File: src/rtl/plotter_pkg.sv
// Shared definitions for the plotting pipeline.
//   coord_width : bits needed to address a screen dimension
//   err_width   : width of the signed Bresenham error terms (dx, dy, err, e2).
//                 Two bits over the widest coordinate leave room for the
//                 sign and for doubling err without overflow.
//   line_state_t: line_drawer FSM states
package plotter_pkg;

    function automatic int coord_width(input int pixels);
        return (pixels > 1) ? $clog2(pixels) : 1;
    endfunction

    function automatic int err_width(input int x_width, input int y_width);
        return ((x_width > y_width) ? x_width : y_width) + 2;
    endfunction

    typedef enum logic [1:0] {
        IDLE  = 2'd0,
        SETUP = 2'd1,
        DRAW  = 2'd2
    } line_state_t;

endpackage

File: src/rtl/line_step.sv
// One combinational Bresenham step.
//   err, dx, dy      : signed error state (dx >= 0, dy <= 0)
//   sx_neg, sy_neg   : 1 = step towards smaller x / y
//   cur_x/y, end_x/y : current pixel and line end point
//   next_err/x/y     : state after stepping from the current pixel
//   done             : current pixel is the end point
module line_step
    import plotter_pkg::*;
#(
    parameter int X_WIDTH   = 10,
    parameter int Y_WIDTH   = 9,
    parameter int ERR_WIDTH = 12
)(
    input  logic signed [ERR_WIDTH-1:0] err,
    input  logic signed [ERR_WIDTH-1:0] dx,
    input  logic signed [ERR_WIDTH-1:0] dy,
    input  logic                        sx_neg,
    input  logic                        sy_neg,
    input  logic [X_WIDTH-1:0]          cur_x,
    input  logic [Y_WIDTH-1:0]          cur_y,
    input  logic [X_WIDTH-1:0]          end_x,
    input  logic [Y_WIDTH-1:0]          end_y,
    output logic signed [ERR_WIDTH-1:0] next_err,
    output logic [X_WIDTH-1:0]          next_x,
    output logic [Y_WIDTH-1:0]          next_y,
    output logic                        done
);

    logic signed [ERR_WIDTH-1:0] e2;
    logic                        step_x;
    logic                        step_y;

    always_comb begin
        e2       = err <<< 1;
        // Both tests use the error from before this step, so a diagonal
        // move applies dy and dx together.
        step_x   = (e2 >= dy);
        step_y   = (e2 <= dx);
        next_err = err;
        next_x   = cur_x;
        next_y   = cur_y;
        if (step_x) begin
            next_err = next_err + dy;
            next_x   = sx_neg ? cur_x - X_WIDTH'(1) : cur_x + X_WIDTH'(1);
        end
        if (step_y) begin
            next_err = next_err + dx;
            next_y   = sy_neg ? cur_y - Y_WIDTH'(1) : cur_y + Y_WIDTH'(1);
        end
        done = (cur_x == end_x) && (cur_y == end_y);
    end

endmodule

File: src/rtl/line_drawer.sv
// Bresenham line rasteriser, all octants.
//   clk, rst            : clock, synchronous active-high reset
//   start, ready        : line request / idle handshake from the controller
//   x1, y1, x2, y2      : endpoints, latched when start is accepted
//   pixel_x, pixel_y    : current pixel, valid while pixel_write is high
//   pixel_write         : pixel offered to the framebuffer
//   pixel_ready         : framebuffer takes the pixel this cycle
// Timing: start accepted in cycle T, first pixel at T+2, one pixel per
// accepted handshake, ready again the cycle after the end point is taken.
module line_drawer
    import plotter_pkg::*;
#(
    parameter int  HOR_ACTIVE_PIXELS = 640,
    parameter int  VER_ACTIVE_PIXELS = 480,
    localparam int X_WIDTH = coord_width(HOR_ACTIVE_PIXELS),
    localparam int Y_WIDTH = coord_width(VER_ACTIVE_PIXELS)
)(
    input  logic               clk,
    input  logic               rst,
    input  logic               start,
    output logic               ready,
    input  logic [X_WIDTH-1:0] x1,
    input  logic [Y_WIDTH-1:0] y1,
    input  logic [X_WIDTH-1:0] x2,
    input  logic [Y_WIDTH-1:0] y2,
    output logic [X_WIDTH-1:0] pixel_x,
    output logic [Y_WIDTH-1:0] pixel_y,
    output logic               pixel_write,
    input  logic               pixel_ready
);

    localparam int ERR_WIDTH = err_width(X_WIDTH, Y_WIDTH);

    line_state_t                 state_reg, state_next;
    logic [X_WIDTH-1:0]          cur_x_reg, end_x_reg;
    logic [Y_WIDTH-1:0]          cur_y_reg, end_y_reg;
    logic signed [ERR_WIDTH-1:0] dx_reg, dy_reg, err_reg;
    logic                        sx_neg_reg, sy_neg_reg;

    // Setup-phase terms derived from the latched endpoints
    logic [X_WIDTH-1:0]          abs_dx;
    logic [Y_WIDTH-1:0]          abs_dy;
    logic signed [ERR_WIDTH-1:0] setup_dx, setup_dy;

    // Step results
    logic signed [ERR_WIDTH-1:0] step_err;
    logic [X_WIDTH-1:0]          step_x;
    logic [Y_WIDTH-1:0]          step_y;
    logic                        step_done;

    assign abs_dx   = (end_x_reg > cur_x_reg) ? end_x_reg - cur_x_reg : cur_x_reg - end_x_reg;
    assign abs_dy   = (end_y_reg > cur_y_reg) ? end_y_reg - cur_y_reg : cur_y_reg - end_y_reg;
    assign setup_dx = $signed(ERR_WIDTH'(abs_dx));
    assign setup_dy = -$signed(ERR_WIDTH'(abs_dy));

    line_step #(
        .X_WIDTH   (X_WIDTH),
        .Y_WIDTH   (Y_WIDTH),
        .ERR_WIDTH (ERR_WIDTH)
    ) u_step (
        .err      (err_reg),
        .dx       (dx_reg),
        .dy       (dy_reg),
        .sx_neg   (sx_neg_reg),
        .sy_neg   (sy_neg_reg),
        .cur_x    (cur_x_reg),
        .cur_y    (cur_y_reg),
        .end_x    (end_x_reg),
        .end_y    (end_y_reg),
        .next_err (step_err),
        .next_x   (step_x),
        .next_y   (step_y),
        .done     (step_done)
    );

    always_ff @(posedge clk) begin
        if (rst) begin
            state_reg <= IDLE;
        end else begin
            state_reg <= state_next;
        end
    end

    always_comb begin
        state_next  = state_reg;
        ready       = 1'b0;
        pixel_write = 1'b0;
        case (state_reg)
            IDLE: begin
                ready = 1'b1;
                if (start) begin
                    state_next = SETUP;
                end
            end
            SETUP: begin
                state_next = DRAW;
            end
            DRAW: begin
                pixel_write = 1'b1;
                if (pixel_ready && step_done) begin
                    state_next = IDLE;
                end
            end
            default: begin
                state_next = IDLE;
            end
        endcase
    end

    // Pixel outputs come straight from the position registers, which only
    // move on an accepted handshake, so they hold steady through stalls.
    assign pixel_x = cur_x_reg;
    assign pixel_y = cur_y_reg;

    always_ff @(posedge clk) begin
        if (rst) begin
            cur_x_reg  <= '0;
            cur_y_reg  <= '0;
            end_x_reg  <= '0;
            end_y_reg  <= '0;
            dx_reg     <= '0;
            dy_reg     <= '0;
            err_reg    <= '0;
            sx_neg_reg <= 1'b0;
            sy_neg_reg <= 1'b0;
        end else begin
            case (state_reg)
                IDLE: begin
                    if (start) begin
                        cur_x_reg <= x1;
                        cur_y_reg <= y1;
                        end_x_reg <= x2;
                        end_y_reg <= y2;
                    end
                end
                SETUP: begin
                    dx_reg     <= setup_dx;
                    dy_reg     <= setup_dy;
                    err_reg    <= setup_dx + setup_dy;
                    sx_neg_reg <= !(cur_x_reg < end_x_reg);
                    sy_neg_reg <= !(cur_y_reg < end_y_reg);
                end
                DRAW: begin
                    if (pixel_ready && !step_done) begin
                        cur_x_reg <= step_x;
                        cur_y_reg <= step_y;
                        err_reg   <= step_err;
                    end
                end
                default: ;
            endcase
        end
    end

endmodule
File: config.mk
export PLATFORM = sky130hd
export DESIGN_NAME = line_drawer
export DESIGN_NICKNAME = d
export VERILOG_FILES = /design/src/rtl/plotter_pkg.sv /design/src/rtl/line_step.sv /design/src/rtl/line_drawer.sv
export SDC_FILE = /design/constraint.sdc
export NUM_CORES = 1
export LEC_CHECK = 0
export CAP_MARGIN = 10
export CORE_MARGIN = 1.5
export CORE_UTILIZATION = 45
export CTS_CLUSTER_SIZE = 8
export DETAILED_ROUTE_END_ITERATION = 6
export GPL_TIMING_DRIVEN = 0
export MAX_ROUTING_LAYER = met4
export PLACE_DENSITY_LB_ADDON = 0.3
export SKIP_CTS_REPAIR_TIMING = 1
export SLEW_MARGIN = 20
export SYNTH_ARGS = -nofsm -noshare
export SYNTH_HDL_FRONTEND = slang
export SYNTH_SLANG_ARGS = --single-unit
File: constraint.sdc
create_clock -name clk -period 10.3 [get_ports clk]
set_input_delay 1.03 -clock clk [delete_from_list [all_inputs] [get_ports clk]]
set_output_delay 1.03 -clock clk [all_outputs]
set_load 0.005 [all_outputs]
==> out/qor.yml <==
run_status:
  status: "completed"
place:
  place_hpwl_um: 16500
  gp_congestion: 0.936
  io_buffers: 61
route:
  viasPerCell: 5.65
  drc: 0
  wl_um: 21100
  first_iter_violations: 453
  vias: 6952
  drt-pass1-iter-count: 5
  postRouteAntennaNets: 0
  avgRoutedWirePerCell_um: 17.2
yosys:
  synth-seq-cells: 75
  syn-num-nets: 1092
  synth_edf_count: 0
  synth_area_leaders: "dfxtp_1 (20%), ha_1 (18%), a21oi_1 (6.3%), inv_1 (4.5%), nand2_1 (4.5%)"
  synth_top_area_cell: "dfxtp_1"
  synth_commonest_cells: "ha_1 (104), a21oi_1 (93), inv_1 (88), nand2_1 (88), nor2_1 (77)"
  synth_cells: 937
  synth_top_cell_area_share_pct: 20.3
  synth.distinct_cells: 79
  yosysSeqAreaShare_pct: 20.3
  yosys_warnings: 0
  avgSynthCellArea_um2: 7.88
  syn_area_um2: 7380
  ys.flop_type: "dfxtp_1"
  post-synth-top-count-cell: "ha_1"
  ys_async_sr_fraction_pct: 0
sta:
  rsz0062_at_grt: "false"
  worstMarginPinSlew_ns: 0.828
  finalSetupViolCount: 0
  clock_skew_ns: 0.00916
  slew_headroom_pct: 44.5
  hold_viol: 0
  maxSlewViolCount: 0
  min_period_ns: 4.83
  tns_ns: 0
  fmax_mhz: 207
  post-route-period-util_pct: 46.9
worst_setup_path:
  critPathTopFamily: "compound AO/OA/AOI/OAI gates"
  cp_data_required_time_ns: 10.50
  cp.arrival_ns: 5.03
  path_common_cell: "a21o_1"
  cp_slowest_cell: "dfxtp_1"
  slowest_delay_ns: 0.46
  critPathKind: "reg -> reg"
  start_kind: "register"
  path_buf_inv: 3
  worstPathCellList: "inv_1 > fa_1 > a21o_1 > a21o_1 > a21oi_1 > a21oi_4 > buf_2 > mux2i_1 > inv_1 > ha_1 > a21o_1 > a21oi_1 > nand2b_1 > a21boi_0 > o41ai_1 > o21ai_0 > xor2_1 > a22oi_1 > a211oi_1"
  path_max_fanout: 10
  worstSetupEndpointType: "register"
grt:
  grt_max_degree: 14
  grtUsageTotal_pct: 26.4
  overflow: 0
  antenna_found_initial: 0
  grt_pass1_wl_um: 33900
  grt_pass1_vias: 6639
floorplan:
  io_pins: 63
  die_w_um: 131
  rows: 46
  die_y_um: 131
  core_um2: 15900
  initial_core_util_pct: 46.3
  dieArea_um2: 17200
cts:
  clock_path_buffers: 2
  cts_tree: "done"
  h-tree-depth: 3
  clock_latency_ns: 0.35
  cts_buffers: 9
  root_buffer: "clkbuf_16"
  numClockSinks: 75
  cts.clk_slew.worst_paths_ns: 0.06
power_and_ir_drop:
  pwr_density_cell_nw_per_um2: 221
  p_total_mw: 1.89
  total_leakage_power_nw: 3.60
  vdd_ir_drop_max_mv: 0.100
worst_hold_path:
  hold_path.class: "reg -> reg"
final_layout:
  final_nets: 1164
  area_growth_syn_to_layout_pct: 15.7
  drive_gt1_share_pct: 5.62
  n_antenna_cell: 0
  fill_cells: 1562
  largest_reg_flops: 12
job:
  drv_cap: 0
## placed cells by master (no fill, tap or decap), drive strengths merged, types with 4 or more instances in the layout
| cell | instances |
|---|---|
| clkbuf | 36 |
| nor2b | 14 |
| and3 | 6 |
| nand2 | 89 |
| mux2i | 13 |
| and2 | 4 |
| a22oi | 4 |
| a21o | 27 |
| a21boi | 5 |
| nand3 | 13 |
| o31ai | 4 |
| a21oi | 96 |
| dfxtp | 75 |
| o21a | 18 |
| mux2 | 11 |
| o21ai | 37 |
| xor2 | 15 |
| a311oi | 5 |
| o21bai | 10 |
| fa | 9 |
| nor4 | 4 |
| o211ai | 4 |
| a31oi | 9 |
| a211oi | 30 |
| nor2 | 78 |
| inv | 89 |
| a2111oi | 6 |
| nand2b | 13 |
| buf | 10 |
| clkdlybuf4s50 | 61 |
| a221oi | 5 |
| xnor2 | 37 |
| ha | 104 |
| a211o | 4 |
| nand4 | 7 |
| nor3 | 21 |
## metal layers
metal	track usage [%]	vias up	share of wire (%)
met3	3.25	27	4.5
li1	-	3489	-
met2	42.7	181	47
met4	8.73	0	1.8
met1	34.3	3255	47
met5	-	-	0
## path summary, 6_finish.rpt
check	start	endpoint	slack, ns	cells after the start
setup / recovery	pixel_x[1]	err_reg[9]	5.47	19
hold / removal	dy_reg[11]	dy_reg[11]	0.47	2
setup reg to reg	pixel_x[1]	err_reg[9]	5.47	19
hold reg to reg	dy_reg[11]	dy_reg[11]	0.47	2
## through the flow
step / util [%] / area (um2) / hold WS, ns / worst slack [ns] / cells
6_report: 53.6 / 8540 / 0.466 / 5.47 / 1230
5_1_grt: 53.6 / 8540 / 0.489 / 5.08 / 1230
4_1_cts: 53.6 / 8540 / 0.474 / 5.47 / 1230
3_5_place_dp: 51.8 / 8260 / 0.465 / 5.51 / 1214
3_3_place_gp: 51.8 / 8260 / 0.462 / 5.50 / 1214
2_1_floorplan: - / 7380 / 0.447 / 6.16 / 937
## worst min-delay path: stages (launching register included)
cell	delay [ns]
dfxtp_1	0.29
inv_1	0.06
a21boi_0	0.07
## cell type report
class | instances | area [um2] | share of cell area [%]
Clock buffer | 11 | 243 | 2.84
Clock inverter | 5 | 36.3 | 0.425
Tap cell | 216 | 270 | 3.16
Timing Repair Buffer | 61 | 611 | 7.15
Multi-Input combinational cell | 739 | 5400 | 63.2
Buffer | 35 | 151 | 1.77
Sequential cell | 75 | 1500 | 17.6
Inverter | 88 | 330 | 3.87
## logic make-up (layout without fill, tap and decap cells)
| group | after synthesis | count (layout) | share of synthesized area, % |
|---|---|---|---|
| AND/OR/NAND/NOR | 266 | 266 | 17.6 |
| multiplexers | 24 | 24 | 3.44 |
| buffers and inverters | 123 | 200 | 6.52 |
| flip-flops | 75 | 75 | 20.3 |
| adder cells (fa/ha/maj) | 113 | 113 | 20.1 |
| AO/OA/AOI/OAI | 284 | 284 | 25.8 |
| XOR/XNOR | 52 | 52 | 6.27 |
## power by group
group          leakage, nW  internal (mW)  switching, mW  total (mW)
sequential           0.617          0.325         0.0473       0.373
combinational         2.85          0.523          0.687        1.21
clock                0.128          0.170          0.136       0.307
total                 3.60           1.02          0.870        1.89
Power figures use the tool's default switching activity.
